## config.mk

```make
export PLATFORM = sky130hd
export DESIGN_NAME = instr_byte_fetcher
export DESIGN_NICKNAME = d
export VERILOG_FILES = /design/src/rtl/instr_byte_fetcher.sv
export SDC_FILE = /design/constraint.sdc
export NUM_CORES = 1
export LEC_CHECK = 0
export ABC_AREA = 1
export BUFFER_PORTS_ARGS = -buffer_cell sky130_fd_sc_hd__buf_4
export CORE_UTILIZATION = 30
export DETAILED_ROUTE_END_ITERATION = 16
export GPL_ROUTABILITY_DRIVEN = 0
export PLACE_DENSITY = 0.46
export SLEW_MARGIN = 5
export SYNTH_ARGS = -nofsm -noshare
export SYNTH_HDL_FRONTEND = slang
export SYNTH_SLANG_ARGS = --single-unit
```

## constraint.sdc

```tcl
create_clock -name clk -period 7.8 [get_ports clk]
set_input_delay 0.39 -clock clk [delete_from_list [all_inputs] [get_ports clk]]
set_output_delay 0.39 -clock clk [all_outputs]
set_load 0.1 [all_outputs]
```

## src/rtl/instr_byte_fetcher.sv

```systemverilog
// rtl/instr_byte_fetcher.sv - byte-serial Y86-64 instruction fetcher
//
// Fetches one variable-length instruction (1..10 bytes) from a byte-wide,
// combinationally read instruction memory, one byte per clock.
//
// Ports:
//   clk          rising-edge clock
//   rst_n        asynchronous active-low reset
//   start        fetch request, accepted in IDLE, DONE or ERR
//   pc           byte address of the first instruction byte, sampled on accept
//   mem_addr     byte address presented to memory (0 outside FETCH)
//   mem_rdata    memory byte at mem_addr, valid in the same cycle
//   instr        assembled instruction, byte k at instr[8k:8k+7]
//   instr_len    instruction length in bytes
//   instr_ready  result outputs are final
//   busy         a fetch is in progress
//   instr_valid  icode is a defined Y86-64 code
//   imem_error   an address at or beyond MEM_SIZE was needed

module instr_byte_fetcher #(
    parameter int unsigned MEM_SIZE = 20480
) (
    input  logic        clk,
    input  logic        rst_n,
    input  logic        start,
    input  logic [63:0] pc,
    output logic [63:0] mem_addr,
    input  logic [7:0]  mem_rdata,
    output logic [0:79] instr,
    output logic [3:0]  instr_len,
    output logic        instr_ready,
    output logic        busy,
    output logic        instr_valid,
    output logic        imem_error
);

    typedef enum logic [1:0] {
        IDLE,
        FETCH,
        DONE,
        ERR
    } state_t;

    state_t      state;
    logic [63:0] pc_q;
    logic [3:0]  k;

    logic [64:0] addr_ext;
    logic        addr_oob;
    logic [3:0]  dec_len;
    logic        dec_valid;
    logic [3:0]  cur_len;
    logic        last_byte;

    // Length of an instruction from its icode nibble; undefined codes fetch
    // as a single byte so the fetcher always terminates.
    function automatic logic [3:0] len_of(input logic [3:0] icode);
        case (icode)
            4'h0, 4'h1, 4'h9:       len_of = 4'd1;
            4'h2, 4'h6, 4'hA, 4'hB: len_of = 4'd2;
            4'h7, 4'h8:             len_of = 4'd9;
            4'h3, 4'h4, 4'h5:       len_of = 4'd10;
            default:                len_of = 4'd1;
        endcase
    endfunction

    // 65-bit sum so a pc near 2^64 cannot wrap back into the valid range.
    assign addr_ext  = {1'b0, pc_q} + {61'b0, k};
    assign addr_oob  = addr_ext >= 65'(MEM_SIZE);
    assign mem_addr  = (state == FETCH) ? addr_ext[63:0] : 64'd0;

    assign dec_len   = len_of(mem_rdata[7:4]);
    assign dec_valid = mem_rdata[7:4] <= 4'hB;

    // While byte 0 is on the bus the length is not registered yet, so the
    // decoder output is used directly to detect one-byte instructions.
    assign cur_len   = (k == 4'd0) ? dec_len : instr_len;
    assign last_byte = (k + 4'd1) == cur_len;

    always_ff @(posedge clk or negedge rst_n) begin
        if (!rst_n) begin
            state       <= IDLE;
            pc_q        <= '0;
            k           <= '0;
            instr       <= '0;
            instr_len   <= '0;
            instr_ready <= 1'b0;
            busy        <= 1'b0;
            instr_valid <= 1'b0;
            imem_error  <= 1'b0;
        end else begin
            case (state)
                IDLE, DONE, ERR: begin
                    if (start) begin
                        state       <= FETCH;
                        pc_q        <= pc;
                        k           <= '0;
                        instr       <= '0;
                        instr_len   <= '0;
                        instr_ready <= 1'b0;
                        instr_valid <= 1'b0;
                        imem_error  <= 1'b0;
                        busy        <= 1'b1;
                    end
                end
                FETCH: begin
                    if (addr_oob) begin
                        // Bytes already captured are kept for debug.
                        state       <= ERR;
                        imem_error  <= 1'b1;
                        instr_ready <= 1'b1;
                        instr_valid <= 1'b0;
                        busy        <= 1'b0;
                    end else begin
                        instr[{k, 3'b000} +: 8] <= mem_rdata;
                        if (k == 4'd0) begin
                            instr_len   <= dec_len;
                            instr_valid <= dec_valid;
                        end
                        if (last_byte) begin
                            state       <= DONE;
                            instr_ready <= 1'b1;
                            busy        <= 1'b0;
                        end else begin
                            k <= k + 4'd1;
                        end
                    end
                end
                default: state <= IDLE;
            endcase
        end
    end

endmodule

```

==> results_dict.tcl <==
set metrics [dict create \
    outcome "completed" \
    detail_route.drc_violations 0 \
    h_tree_lvl_count 4 \
    crit_path_max_incr_delay_ns 0.71 \
    synth_enable_flop_cells 0 \
    power.static_leakage_nw 6.53 \
    post-layout-total-power_mw 5.21 \
    most_common_cell_after_layout_fill_and_taps_aside "nand2_1" \
    number_of_antenna_violations_at_the_first_check_in_global_routing 0 \
    grt.total_usage 0.231 \
    comb_power_share 0.588 \
    hold_viol_final 0 \
    finalCoreUtilization 0.382 \
    mappedNetlistArea_mm2 0.0102 \
    crit_path_top_delay_cell "dfrtp_1" \
    dominantRegCellSynth "dfrtp_1" \
    post-cts-setup-buffers 0 \
    post_synth_and_or_nand_nor_area_fraction 0.466 \
    die_h_um 187 \
    netlist.area_leader.share 0.385 \
    drv.max_cap_violation_count 0 \
    syn-instance-count 1574 \
    wl_per_cell_um 18.0 \
    crit_buf_inv 0 \
    power_density_mw_per_mm2 406 \
    core_mm2 0.0335 \
    layout-area-overhead-vs-synth_pct 25.5 \
    die_area_mm2 0.0348 \
    stdcell_area_mm2 0.0128 \
    postCtsResizedCells 0 \
    synthAdderAreaFrac 0.0142 \
    grt_pass1_wl_mm 62.0 \
    nNetsFinal 1858 \
    arrival_time_reported_for_the_critical_path_endpoint_ns 5.00 \
    min-delay-path-class "in -> async" \
    insertion_delay_ns 0.44 \
    grt_pass1_vias 10400 \
    place_hpwl_mm 31.6 \
    clock_sink_count 157 \
    slew_headroom 0.308 \
    nFillCells 3675 \
    crit_required_ns 8.11 \
    start_util 0.305 \
    critical_path.most_common_cell "nand2_1" \
    avgSynthCellArea_um2 6.49 \
    finalCritPeriodShare 0.601 \
    pin_count_of_the_biggest_net_entering_global_routing 102 \
    routed_wl_mm 40.2 \
    cts_clk_pin_slew_worst_paths_ns 0.07 \
    cts_made_buffers 17 \
    clock_power_share 0.163 \
    synth_top_family_by_area "simple AND/OR/NAND/NOR gates" \
    start_kind "flip-flop" \
    cts.root.buffer_cell "clkbuf_16" \
    clock_period_minus_worst_slack_ns 4.69 \
    fin_worst_skew_ns 0.0201 \
    postSynthNetCount 1660 \
    route.detailed.vias_per_inst 4.94 \
    seq_area_frac_synth 0.385 \
    cts_hold_repair.buffers 0 \
    count_of_vias_placed_by_the_detailed_router 11000 \
    switching_power_share_of_the_total 0.602 \
    count_of_input_and_output_buffers 226 \
    row_count 67 \
    pin_count 227 \
    yosysUniqueCellTypes 35 \
    cts.path.max_buffers 2 \
    drt_first_iter_violations 994 \
    setup_viol_count_final 0 \
    timing.setup.tns_ns 0 \
    muxShareOfSynthArea 0 \
    critPathMaxFanout 90 \
    rsz0062_at_grt "false" \
    async_flop_share 1.00 \
    yosys.area_share.xor_xnor 0.0189 \
    first_pass_iters 5 \
    tightestPinTransition_ns 1.04 \
    synth.ff_latch_count 157 \
    seq_power_share 0.249 \
    worstSetupPathType "reg -> reg" \
    timing_max_transition_violations_final 0 \
    synth.largest_area_cell "dfrtp_1" \
    most-common-layout-cells "610 x nand2_1, 263 x nor2_1, 230 x buf_4" \
    global_route.overflow_total 0 \
    internal_power_mw 2.07 \
    postRouteAntennaNets 0 \
    synth_compound_area_frac 0.0445 \
    critical_path.cell_chain "ha_1, fa_1, nand3_1, nand3_1, nand2_1, nor2_4, nand2_1, nand2_1, nand2_1, nor2_1, nand2_1, nor2_1, nand2_1, nor2_2, nand3_2, nand2_4, nand3_1, nand2_1, nand2_1" \
    cp_top_family "simple AND/OR/NAND/NOR gates" \
    yosysWarningCount 0 \
    vdd.ir_drop.worst_v 0.000267 \
    post_synth_main_area_contributors "dfrtp_1 38%, nand2_1 22%, nor2_1 9.7%" \
    antenna_cells 0 \
    max_freq_ghz 0.213 \
    worstSetupEndpointType "flip-flop" \
    cts_tree "yes" \
    dpl-instance-area_mm2 0.0122 \
    switching_power_mw 3.14 \
    chipWidth_um 187 \
    post_route_cells_drive_above_1_share 0.164 \
]
## Yosys cell counts (4+ instances only)
master,count
nor2_4,4
o21ai_0,45
inv_1,116
xor2_1,14
nand4_1,104
clkbuf_1,32
ha_1,10
nor2_2,9
a21oi_1,29
nand2_2,7
nor3_1,24
xnor2_1,8
nand3_1,79
buf_1,10
nand2_1,610
o21ai_1,7
nand3b_1,12
dfrtp_1,157
buf_6,8
nor2_1,265
## cell type report
| cell class | instances | area [um2] | share of cell area |
|---|---|---|---|
| Sequential cell | 157 | 3930 | 0.306 |
| Clock buffer | 17 | 425 | 0.0332 |
| Multi-Input combinational cell | 1243 | 5560 | 0.434 |
| Tap cell | 448 | 561 | 0.0437 |
| Inverter | 122 | 458 | 0.0357 |
| Timing Repair Buffer | 231 | 1740 | 0.136 |
| Clock inverter | 14 | 150 | 0.0117 |
## layer usage
metal	vias to the layer above	share of wire	GRT usage
li1	5449	-	-
met1	5140	0.51	0.363
met2	405	0.41	0.332
met3	33	0.057	0.0276
met4	0	0.014	0.0504
met5	-	0	0
## worst paths after layout
kind / from / slack (ns) / end / cells after the start
worst max-delay path: k[0] / 3.11 / instr[45] / 19
worst min-delay path: rst_n / 0.09 / pc_q[47] / 1
worst max register to register: k[0] / 3.11 / instr[45] / 19
worst min register to register: instr[0] / 0.48 / instr[0] / 2
max in group asynchronous: rst_n / 6.33 / instr[39] / 2
min in group clk: pc[30] / 0.15 / pc_q[30] / 3
## cells by family after synthesis
logic type,after synthesis
xor+xnor,22
simple gates,1123
flops,157
compound gates,87
fa+ha+maj,11
buf+inv,174
## through the flow
step	std cells	setup slack, ns	hold slack, ns
after floorplan	1574	3.47	0.0944
after global placement	2201	3.30	0.461
after detailed placement	2201	3.20	0.461
after CTS	2232	3.20	0.136
after global routing	2232	2.66	0.154
final	2232	3.11	0.0942
## flip-flops by register name, indices dropped and copies added, names as in the netlist
name         count
instr_ready      1
imem_error       1
instr_len        4
pc_q            64
instr_valid      1
state            1
busy             1
k                4
instr           80
## power groups by stage
stage / Clock, mW / Sequential (mW) / Combinational [mW]
final: 0.848 / 1.30 / 3.07
after global routing: 0.899 / 1.32 / 3.29
after CTS: 0.867 / 1.29 / 3.07
after detailed placement: 0 / 1.30 / 3.06
after global placement: 0 / 1.30 / 3.06
after floorplan: 0 / 1.38 / 2.23
Note: power is estimated with default switching activity, not from simulation.
